[config.mk]
export PLATFORM = sky130hd
export DESIGN_NAME = port_io_ctrl
export DESIGN_NICKNAME = d
export VERILOG_FILES = /design/src/rtl/port_io_pkg.sv /design/src/rtl/sync_fifo.sv /design/src/rtl/port_io_ctrl.sv
export SDC_FILE = /design/constraint.sdc
export NUM_CORES = 1
export LEC_CHECK = 0
export CELL_PAD_IN_SITES_DETAIL_PLACEMENT = 1
export CELL_PAD_IN_SITES_GLOBAL_PLACEMENT = 2
export CORE_MARGIN = 4
export CORE_UTILIZATION = 43
export CTS_BUF_LIST = sky130_fd_sc_hd__clkbuf_8
export CTS_CLUSTER_SIZE = 12
export DETAILED_ROUTE_END_ITERATION = 12
export GPL_TIMING_DRIVEN = 1
export PLACE_DENSITY = 0.93
export SLEW_MARGIN = 10
export SYNTH_ARGS = -nofsm -noshare
export SYNTH_HDL_FRONTEND = slang
export SYNTH_SLANG_ARGS = --single-unit
[constraint.sdc]
create_clock -name clk -period 3.6 [get_ports clk]
set_input_delay 0.54 -clock clk [delete_from_list [all_inputs] [get_ports clk]]
set_output_delay 0.54 -clock clk [all_outputs]
set_load 0.01 [all_outputs]
[src/rtl/port_io_pkg.sv]
// port_io_pkg
// Definitions shared by the yg2019p I/O port controller:
//   - default port addresses for the output, switch and status ports
//   - drain FSM state encoding
//   - bit positions of the flags inside the status byte
package port_io_pkg;

  localparam logic [7:0] DEFAULT_OUT_PORT  = 8'h03;
  localparam logic [7:0] DEFAULT_IN_PORT   = 8'h01;
  localparam logic [7:0] DEFAULT_STAT_PORT = 8'h02;

  typedef enum logic [1:0] {
    IDLE    = 2'd0,
    PRESENT = 2'd1,
    HOLD    = 2'd2
  } drain_state_t;

  localparam int STAT_OVF   = 7;
  localparam int STAT_FULL  = 6;
  localparam int STAT_EMPTY = 5;

endpackage

[src/rtl/sync_fifo.sv]
// sync_fifo
// Single-clock FIFO. A push while full is still accepted when a pop
// happens in the same cycle, so the count stays the same.
// Ports:
//   clk, rst_n      clock, asynchronous active-low reset
//   push, wr_data   write request and data
//   push_ok         the push in this cycle is accepted
//   pop             read request (ignored while empty)
//   rd_data         head entry (valid while !empty)
//   full, empty     occupancy flags
//   count           number of stored entries, 0..DEPTH
module sync_fifo #(
  parameter  int WIDTH = 8,
  parameter  int DEPTH = 4,
  localparam int PTR_W = (DEPTH > 1) ? $clog2(DEPTH) : 1,
  localparam int CNT_W = $clog2(DEPTH) + 1
) (
  input  logic             clk,
  input  logic             rst_n,
  input  logic             push,
  input  logic [WIDTH-1:0] wr_data,
  output logic             push_ok,
  input  logic             pop,
  output logic [WIDTH-1:0] rd_data,
  output logic             full,
  output logic             empty,
  output logic [CNT_W-1:0] count
);

  logic [WIDTH-1:0] mem [DEPTH];
  logic [PTR_W-1:0] wr_ptr;
  logic [PTR_W-1:0] rd_ptr;
  logic             pop_ok;

  assign full    = (count == CNT_W'(DEPTH));
  assign empty   = (count == '0);
  assign pop_ok  = pop && !empty;
  assign push_ok = push && (!full || pop_ok);
  assign rd_data = mem[rd_ptr];

  // Pointers and occupancy. DEPTH is a power of two, so the pointers
  // wrap modulo DEPTH simply by overflowing.
  always_ff @(posedge clk or negedge rst_n) begin
    if (!rst_n) begin
      wr_ptr <= '0;
      rd_ptr <= '0;
      count  <= '0;
    end else begin
      if (push_ok) wr_ptr <= wr_ptr + 1'b1;
      if (pop_ok)  rd_ptr <= rd_ptr + 1'b1;
      case ({push_ok, pop_ok})
        2'b10:   count <= count + 1'b1;
        2'b01:   count <= count - 1'b1;
        default: count <= count;
      endcase
    end
  end

  // Storage needs no reset; empty entries are never read out.
  always_ff @(posedge clk) begin
    if (push_ok) mem[wr_ptr] <= wr_data;
  end

endmodule

[src/rtl/port_io_ctrl.sv]
// port_io_ctrl
// I/O port controller for the yg2019p processor. Decodes port writes,
// queues output-port data in a FIFO and drains it to the display with a
// valid/ready handshake and a minimum dwell, and returns the synchronized
// switches or a status byte on the read bus.
// Ports:
//   clk, rst_n            clock, asynchronous active-low reset
//   port_id, write_strobe processor port address and write qualifier
//   out_data              processor write data
//   in_data               registered read data to the processor
//   sw                    asynchronous slide switches
//   disp_data, disp_valid value to the display and its valid flag
//   disp_ready            display accepts disp_data
//   overflow              sticky flag: a push was dropped
module port_io_ctrl
  import port_io_pkg::*;
#(
  parameter logic [7:0]  OUT_PORT    = DEFAULT_OUT_PORT,
  parameter logic [7:0]  IN_PORT     = DEFAULT_IN_PORT,
  parameter logic [7:0]  STAT_PORT   = DEFAULT_STAT_PORT,
  parameter int          FIFO_DEPTH  = 4,
  parameter logic [15:0] HOLD_CYCLES = 16'd50000
) (
  input  logic       clk,
  input  logic       rst_n,
  input  logic [7:0] port_id,
  input  logic       write_strobe,
  input  logic [7:0] out_data,
  output logic [7:0] in_data,
  input  logic [7:0] sw,
  output logic [7:0] disp_data,
  output logic       disp_valid,
  input  logic       disp_ready,
  output logic       overflow
);

  localparam int CNT_W = $clog2(FIFO_DEPTH) + 1;

  logic [7:0]       sw_meta;
  logic [7:0]       sw_s;
  logic             push_req;
  logic             push_ok;
  logic             ovf_clear;
  logic             fifo_pop;
  logic             fifo_full;
  logic             fifo_empty;
  logic [CNT_W-1:0] fifo_count;
  logic [7:0]       fifo_head;
  logic [7:0]       status;

  drain_state_t     state, state_n;
  logic [7:0]       disp_data_n;
  logic             disp_valid_n;
  logic [15:0]      hold_cnt, hold_cnt_n;

  assign push_req  = write_strobe && (port_id == OUT_PORT);
  assign ovf_clear = write_strobe && (port_id == STAT_PORT) && out_data[7];

  sync_fifo #(
    .WIDTH (8),
    .DEPTH (FIFO_DEPTH)
  ) u_fifo (
    .clk     (clk),
    .rst_n   (rst_n),
    .push    (push_req),
    .wr_data (out_data),
    .push_ok (push_ok),
    .pop     (fifo_pop),
    .rd_data (fifo_head),
    .full    (fifo_full),
    .empty   (fifo_empty),
    .count   (fifo_count)
  );

  // Two-flop synchronizer for the asynchronous switches.
  always_ff @(posedge clk or negedge rst_n) begin
    if (!rst_n) begin
      sw_meta <= '0;
      sw_s    <= '0;
    end else begin
      sw_meta <= sw;
      sw_s    <= sw_meta;
    end
  end

  // Sticky overflow; a drop in the same cycle as a clear keeps it set.
  always_ff @(posedge clk or negedge rst_n) begin
    if (!rst_n)                    overflow <= 1'b0;
    else if (push_req && !push_ok) overflow <= 1'b1;
    else if (ovf_clear)            overflow <= 1'b0;
  end

  always_comb begin
    status             = '0;
    status[STAT_OVF]   = overflow;
    status[STAT_FULL]  = fifo_full;
    status[STAT_EMPTY] = fifo_empty;
    status[4:0]        = 5'(fifo_count);
  end

  // Read data is refreshed every cycle; the processor holds port_id long
  // enough that the registered value is settled when it samples.
  always_ff @(posedge clk or negedge rst_n) begin
    if (!rst_n)                    in_data <= '0;
    else if (port_id == IN_PORT)   in_data <= sw_s;
    else if (port_id == STAT_PORT) in_data <= status;
    else                           in_data <= '0;
  end

  // Drain FSM state and display registers.
  always_ff @(posedge clk or negedge rst_n) begin
    if (!rst_n) begin
      state      <= IDLE;
      disp_data  <= '0;
      disp_valid <= 1'b0;
      hold_cnt   <= '0;
    end else begin
      state      <= state_n;
      disp_data  <= disp_data_n;
      disp_valid <= disp_valid_n;
      hold_cnt   <= hold_cnt_n;
    end
  end

  // Load a value in IDLE, wait for the display to take it in PRESENT,
  // then dwell HOLD_CYCLES clocks before the next value may be loaded.
  always_comb begin
    state_n      = state;
    disp_data_n  = disp_data;
    disp_valid_n = disp_valid;
    hold_cnt_n   = hold_cnt;
    fifo_pop     = 1'b0;
    case (state)
      IDLE: begin
        if (!fifo_empty) begin
          disp_data_n  = fifo_head;
          disp_valid_n = 1'b1;
          fifo_pop     = 1'b1;
          state_n      = PRESENT;
        end
      end
      PRESENT: begin
        if (disp_ready) begin
          disp_valid_n = 1'b0;
          if (HOLD_CYCLES == 16'd0) begin
            state_n = IDLE;
          end else begin
            hold_cnt_n = HOLD_CYCLES - 16'd1;
            state_n    = HOLD;
          end
        end
      end
      HOLD: begin
        if (hold_cnt == 16'd0) state_n = IDLE;
        else                   hold_cnt_n = hold_cnt - 16'd1;
      end
      default: state_n = IDLE;
    endcase
  end

endmodule

======== Word-level counts from Yosys, hierarchy flattened ========
Memories as Yosys holds them, arrays and structs flattened. A register that Yosys moved wholly into a read port is not among the register bits.
Index checks and enable logic that the tools add are counted.
word-level totals
  input port bits ......................... 28
  memory bits (writable) .................. 32
  output and inout port bits .............. 18
  bits in registers ....................... 51
  memories kept ........................... 1
  logic and storage cells ................. 70
memories
  memory      words  bits a word  read ports  clocked after memory_dff  wr ports  line             RTL
  u_fifo.mem  4      8            1           1                         1         sync_fifo.sv:30  logic [WIDTH-1:0] mem [DEPTH];
cells by class
  equal/unequal tests ..................... 12
  reductions and logical operators ........ 22
  $add $sub $neg .......................... 5
  bitwise logic cells ..................... 1
  multiplexer cells ....................... 19
operators with widths
  cell                     count
  $mux W16                 2
  $pmux W16 S2             1
  $eq A8 B2 Y1 const B     2
  $logic_not A16 Y1        1
  $mux W8                  2
  $sub A16 B1 Y16 const B  1
  $reduce_and A3 Y1        3
  $eq A8 B1 Y1 const B     1
  $mux W1                  8
  $ne A2 B2 Y1 const B     4
  $reduce_bool A2 Y1       4
  $logic_and A1 B1 Y1      6
  $mux W2                  3
  $pmux W2 S3              1
  $pmux W3 S2              1
  $add A2 B1 Y2 const B    2
  $eq A2 B1 Y1 const B     2
  $eq A2 B2 Y1 const B     2
  $logic_not A1 Y1         4
  $add A3 B1 Y3 const B    1
  $eq A3 B3 Y1 const B     1
  $logic_not A3 Y1         1
  $sub A3 B1 Y3 const B    1
  $logic_not A2 Y1         1
  other kinds (4)          4

======== Longest topological paths before layout ========
Gate-level depths: netlist of run 1.
  depth in word-level cells ............... 9
  mapped depth ............................ 10
  depth with buffers taken out ............ 9

======== Modules after synthesis ========
A second synthesis of run 1 with hierarchy kept.
unflattened totals
  cells, all modules ...................... 253
  area total of the unflattened synthesis .. 3697.3 um^2
by module, submodules not included
  module        instances  area each (um^2)  seq. area each (um^2)  cells an instance
  port_io_ctrl  1          2098.3            1301.2                 173
  sync_fifo     1          1599.0            1136.1                 80

======== Least setup slack after synthesis of run 1 ========
OpenSTA, ideal clock, no wires.
  path type ............................... input -> register
  from .................................... input port port_id[3]
  to ...................................... register u_fifo.count[2]
  cell stages on the path ................. 10
  arrival ................................. 2.395 ns
  library setup time ...................... 0.125 ns
  required time ........................... 3.475 ns
  slack ................................... 1.079 ns
  buffers on the path ..................... 1
  cell sequence ........................... nor4_1 -> and2_1 -> and3_1 -> clkbuf_1 -> inv_1 -> ha_1 -> fa_1 -> xnor2_1 -> nor2_1 -> xor2_1
between the ends
  word-level cells in the longest chain between the ends .. 5
  elaborated cells between the ends (all ways) .. 7
  those cells by class .................... 3 x eq/ne; 1 x mux; 3 x reduce/logical
RTL lines
  item                                               line                RTL
  from (decl)                                        port_io_ctrl.sv:26  input logic [7:0] port_id,
  $eq A8 B2 Y1 *                                     port_io_ctrl.sv:56  assign push_req = write_strobe && (port_id == OUT_PORT);
  $logic_and A1 B1 Y1 *                              port_io_ctrl.sv:56
  $logic_and A1 B1 Y1 *                              sync_fifo.sv:38     assign push_ok = push && (!full || pop_ok);
  $eq A2 B1 Y1 or $eq A2 B2 Y1 (tied branches)       sync_fifo.sv:51     case ({push_ok, pop_ok})
  $pmux W3 S2 or $reduce_bool A2 Y1 (tied branches)  --
  to (signal assigned)                               sync_fifo.sv:52     2'b10: count <= count + 1'b1;
  to (signal assigned)                               sync_fifo.sv:53     2'b01: count <= count - 1'b1;
  to (signal assigned)                               sync_fifo.sv:54     default: count <= count;
  to (decl)                                          sync_fifo.sv:27     output logic [CNT_W-1:0] count
Mark *: on every way between the ends. The rest lies on a longest branch, timed or not.
A chain may end at the register's enable or synchronous reset.

======== Final worst setup path of run 1 ========
Ends and elaborated chain as after synthesis.

==> run summary, run 1 <==
Synth Instances -> 260
Post-Syn Nets -> 296
Reg clk slew, reported paths -> 90 ps
EDFF count, synth -> 32
count of port buffers added during placement -> 45
gr ovfl total -> 0
drt pass-1 iters -> 4
post-CTS sizing -> 0
synth unique cells -> 50
GR Util All Layers -> 0.169
CP max FO -> 7
vias in the first global route -> 2514
H-tree lvl count -> 3
RSZ-0062 raised after global routing -> no
Post-Synth XOR/XNOR Area -> 0.0145
Clock Root Buffer -> clkbuf_8
maximum clock path buffer count -> 2
clock share of power -> 0.258
type of the worst min-delay path -> primary input to asynchronous set/reset pin
Post CTS Setup Buffer Count -> 0
Final Critical Period -> 2750 ps
Layout area overhead -> 20.6%
Yosys reg bits -> 91
PnR worst setup slack -> 846 ps
average wire per standard cell -> 18.0 um
switch share -> 0.312
pre-CTS WS -> 459 ps
slew at the pin with the worst max-slew slack -> 1020 ps
YS warnings -> 0
final wirelength -> 7570 um
Reg2Reg Setup Slack -> 1020 ps
setup TNS -> 0 ps
Startpoint Class -> primary input
CP Class -> primary input to register
share of layout cells above drive strength 1 -> 0.105
max cap viols -> 0
maximum vdd drop -> 0.291 mV
arrival time at the worst endpoint -> 3040 ps
Fin Clk Skew -> 10.9 ps
first-pass GRT wire length -> 12900 um
hold buffers post-CTS -> 0
clock sinks -> 91
Mapped Avg Cell Area -> 14.0 um^2
dominant synthesized flop cell -> dfrtp_1
FMAX -> 363 MHz
FILL cells -> 800
Yosys top cell by area -> dfrtp_1
NumNets Final -> 346
Reg power frac -> 0.500
Psw -> 849 uW
ANT nets after route -> 0
relative slew slack -> 0.320
sequential element share of the synthesized area -> 0.671
post-synthesis simple-gate area fraction -> 0.127
Comb power frac -> 0.242
status -> complete, no violations
Worst-Skew Late Latency -> 360 ps
CP Capture Type -> register
largest net degree at the start of global routing -> 46
endpoints failing setup -> 0
Die ar. -> 0.00999 mm^2
final hold viol count -> 0
post-synthesis compound-gate area fraction -> 0.0761
adder-cell share of the synthesized area -> 0.0296
Synth top area share -> 0.406
DP HPWL -> 5330 um
final core utilization -> 0.533
total CTS buffers -> 9
antenna violations before repair -> 0
CTS tree -> built
Starting Density -> 0.442
Synth Cell Area -> 0.00363 mm^2
final critical-path share of the clock period -> 0.765
core area -> 0.00822 mm^2
Static Leak -> 0.00171 uW
vias per cell -> 5.44
Pwr Density -> 620 mW/mm^2
Die Width -> 99.9 um
Req. time, crit path -> 3880 ps
most frequent cells in the layout -> 59 x dfrtp_1, 44 x clkdlybuf4s50_1, 34 x nand2_1, 32 x edfxtp_1, 11 x nor2_1
diode count -> 0
row cnt -> 33
largest cells by area after synthesis -> dfrtp_1 41%, edfxtp_1 26%, mux4_2 5.0%, nand2_1 3.5%, ha_1 2.4%
IO Count -> 46
P_int -> 1870 uW
multiplexer area fraction after synthesis -> 0.0640
vias -> 2286
routability congestion estimate -> 0.795
max-slew violation count -> 0
commonest non-fill, non-tap cell in the layout -> dfrtp_1
drt drc -> 0
DRT iter0 DRCs -> 166
die height -> 99.9 um
largest family of logic cells by synthesized area -> simple AND/OR/NAND/NOR gates
Async SR Flop Fraction -> 0.648
[per-stage QoR]
stage          instance area [um^2]  cells  power (uW)  hold WS (ps)
3_5_place_dp                   4180    404        2050           342
3_3_place_gp                   4180    404        2000           331
2_1_floorplan                  3630    260        1770           244
6_report                       4380    420        2720           353
5_1_grt                        4380    420        2900           371
4_1_cts                        4380    420        2770           367
[area by class of cell]
| type | count | area, um^2 | area share |
|---|---|---|---|
| inverter | 8 | 30.0 | 0.00685 |
| timing repair buffer | 46 | 453 | 0.103 |
| multi-input combinational | 154 | 1130 | 0.258 |
| tap | 105 | 131 | 0.0300 |
| clock buffer | 9 | 124 | 0.0283 |
| sequential | 91 | 2440 | 0.556 |
| clock inverter | 7 | 75.1 | 0.0171 |
[worst paths after layout]
kind / from / end / depth (start not counted)
min in group clk: sw_meta[6] / sw_s[6] / 0
min: rst_n / disp_valid / 1
min reg2reg: sw_meta[6] / sw_s[6] / 0
max: port_id[3] / u_fifo.count[2] / 10
max reg2reg: u_fifo.count[0] / u_fifo.count[2] / 8
max in group asynchronous: rst_n / in_data[5] / 2
[cell usage after synthesis, drive strengths merged, types with 4 or more instances]
cell type and n:
dfrtp 59, nand2 34, edfxtp 32, nor2 11, and2 8, mux4 8
ha 7, inv 7, a21oi 6, a22o 5, clkbuf 5, o21ai 5
xnor2 5, a31oi 4, nor3 4, nor4 4, o31ai 4, or2 4
or3 4
[state kept, by name (all words and copies together), names as in the netlist]
signal,cells
sw_meta,8
u_fifo.wr_ptr,2
u_fifo.rd_ptr,2
disp_data,8
in_data,8
u_fifo.count,3
state,2
overflow,1
hold_cnt,16
u_fifo.mem,32
disp_valid,1
sw_s,8
[critical path, stage by stage]
cell and delay (ps):
clkdlybuf4s50_1 400, nor4_1 420, and2_1 220, and3_1 330
inv_1 80, ha_1 250, fa_1 390, xnor2_1 130
nor2_1 110, xor2_1 160
[per-layer routing]
metal	routed length (um)	up-vias	GRT usage
li1	-	1068	-
met1	3300	1154	0.220
met2	3880	50	0.284
met3	212	14	0.0278
met4	166	0	0.0693
met5	0	-	0
[power by group through the flow]
stage / Combinational [uW] / Sequential, uW / Clock, uW
2_1_floorplan: 459 / 1320 / 0
3_3_place_gp: 626 / 1380 / 0
3_5_place_dp: 669 / 1390 / 0
4_1_cts: 676 / 1370 / 727
5_1_grt: 737 / 1390 / 771
6_report: 658 / 1360 / 701
[cell families (layout without fill, tap and decap cells)]
group,after synthesis,count (layout)
buf+inv,15,70
mux,13,13
flops,91,91
simple gates,89,89
xor+xnor,6,6
compound gates,38,38
fa+ha+maj,8,8
Power figures use the tool's default switching activity.
==> run 2, diff against run 1 <==
- CORE_UTILIZATION: 43 -> 36
- PLACE_DENSITY: 0.93 -> 0.83
- clock period: 3.6 -> 2.5 ns (I/O delays scaled with it)
==> run summary, run 2 (synthesis results as in run 1) <==
status -> complete, no violations
type of the worst min-delay path -> primary input to asynchronous set/reset pin
CP Class -> primary input to register
final wirelength -> 7440 um
Tot Pwr -> 4010 uW
Final Critical Period -> 2270 ps
CTS tree -> built
Clock Root Buffer -> clkbuf_8
die height -> 108 um
Placed Cells -> 446
endpoints failing setup -> 0
crit path cell chain -> clkdlybuf4s50_1, nor4bb_1, and2_1, and3_1, inv_1, ha_1, fa_1, xnor2_1, nor2_1, xor2_1
Comb power frac -> 0.252
Pwr Density -> 874 mW/mm^2
average wire per standard cell -> 16.1 um
core area -> 0.00982 mm^2
vias in the first global route -> 2457
largest net degree at the start of global routing -> 29
maximum vdd drop -> 0.372 mV
Reg clk slew, reported paths -> 80 ps
first-pass GRT wire length -> 12400 um
CP max FO -> 2
dpl cell area -> 0.00437 mm^2
register with the most flip-flops -> u_fifo.mem
Reg area -> 0.00244 mm^2
FILL cells -> 1027
share of layout cells above drive strength 1 -> 0.140
Bufs and invs on worst path -> 2
diode count -> 0
Final Cell Area -> 0.00459 mm^2
ANT nets after route -> 0
routability congestion estimate -> 0.722
pre-CTS WS -> -160 ps
Layout area overhead -> 26.3%
DRT iter0 DRCs -> 92
max cap viols -> 0
gr ovfl total -> 0
Largest register FFs -> 32
Post CTS Setup Buffer Count -> 0
CP max stage delay -> 440 ps
count of port buffers added during placement -> 45
Startpoint Class -> primary input
drt pass-1 iters -> 4
multi-input logic area -> 0.00114 mm^2
vias -> 2341
Die Width -> 108 um
Largest regs -> u_fifo.mem: 32 flops, hold_cnt: 16 flops
relative slew slack -> 0.513
final critical-path share of the clock period -> 0.907
H-tree lvl count -> 3
total CTS buffers -> 9
switch share -> 0.297
vias per cell -> 5.07
P_int -> 2820 uW
commonest non-fill, non-tap cell in the layout -> dfrtp_1
hold buffers post-CTS -> 0
Reg power frac -> 0.486
clock sinks -> 91
Non-Filler Instances -> 462
maximum clock path buffer count -> 2
GR Util All Layers -> 0.138
clock share of power -> 0.262
antenna violations before repair -> 0
Fin Clk Skew -> 11.6 ps
CP Capture Type -> register
Slowest-stage cell, CP -> clkdlybuf4s50_1
IO Count -> 46
drt drc -> 0
arrival time at the worst endpoint -> 2540 ps
final core utilization -> 0.468
Starting Density -> 0.370
PnR worst setup slack -> 232 ps
DP HPWL -> 5190 um
RSZ-0062 raised after global routing -> no
max-slew violation count -> 0
NumNets Final -> 360
row cnt -> 36
most frequent cells in the layout -> 59 x dfrtp_1, 44 x clkdlybuf4s50_1, 34 x nand2_1, 32 x edfxtp_1
Die ar. -> 0.0118 mm^2
Req. time, crit path -> 2770 ps
final hold viol count -> 0
Worst-Skew Late Latency -> 350 ps
slew at the pin with the worst max-slew slack -> 730 ps
CP delay by family, top -> simple AND/OR/NAND/NOR gates
FMAX -> 441 MHz
Static Leak -> 0.00180 uW
Psw -> 1190 uW
## run 2: cell count changes in the layout (fill, tap and decap cells not counted), sizes merged
cell | before | now
buf | 2 | 16
bufinv | 1 | 2
clkinv | 2 | 1
clkinvlp | 0 | 1
inv | 12 | 11
## run 2: worst paths after layout
path / startpoint / to / slack, ps / cells after the start
worst max-delay path: write_strobe / u_fifo.count[2] / 230 / 10
worst min-delay path: rst_n / in_data[1] / 80 / 1
worst max register to register: hold_cnt[0] / hold_cnt[13] / 360 / 6
worst min register to register: sw_meta[3] / sw_s[3] / 350 / 0
max in group asynchronous: rst_n / sw_s[4] / 1690 / 2
min in group clk: sw_meta[3] / sw_s[3] / 350 / 0
## run 2: worst reg2reg max path, delay by kind of cell, from the launching register on
family,cells,cell delay (ps)
adders and majority gates,1,200
and+or+nand+nor,2,690
DFF,1,430
buffers and inverters,1,80
AOI/OAI and AO/OA,2,670
## run 2: final cells by class
class                           count  area share
Clock buffer                        9      0.0270
Clock inverter                      7      0.0191
Inverter                            8     0.00654
Multi-Input combinational cell    154       0.248
Sequential cell                    91       0.531
Tap cell                          133      0.0362
Timing Repair Buffer               60       0.132
## run 2: power by group through the flow
stage               Combinational [uW]  Sequential (uW)  Clock [uW]
finish                            1010             1950        1050
global route                      1110             1990        1150
CTS                               1040             1960        1100
detailed placement                1040             1990           0
global placement                   961             1980           0
floorplan                          660             1890           0
## run 2: what timing repair did
action	4_1_cts	5_1_grt
gates resized for setup	0	1
endpoints found under the hold margin	0	0
setup endpoints to repair	0	2
## run 2: metal layers
metal | routed length [um] | global-route usage | vias to the layer above
met2 | 3940 | 0.245 | 41
li1 | - | - | 1094
met3 | 255 | 0.0227 | 11
met5 | 0 | 0 | -
met4 | 123 | 0.0568 | 0
met1 | 3120 | 0.167 | 1195
## run 2: stage by stage
| step | setup TNS, ps | hold WS (ps) |
|---|---|---|
| after global routing | 0 | 122 |
| after floorplan | 0 | 79.4 |
| after global placement | -141 | 333 |
| after CTS | 0 | 89.6 |
| final | 0 | 77.2 |
| after detailed placement | -319 | 336 |
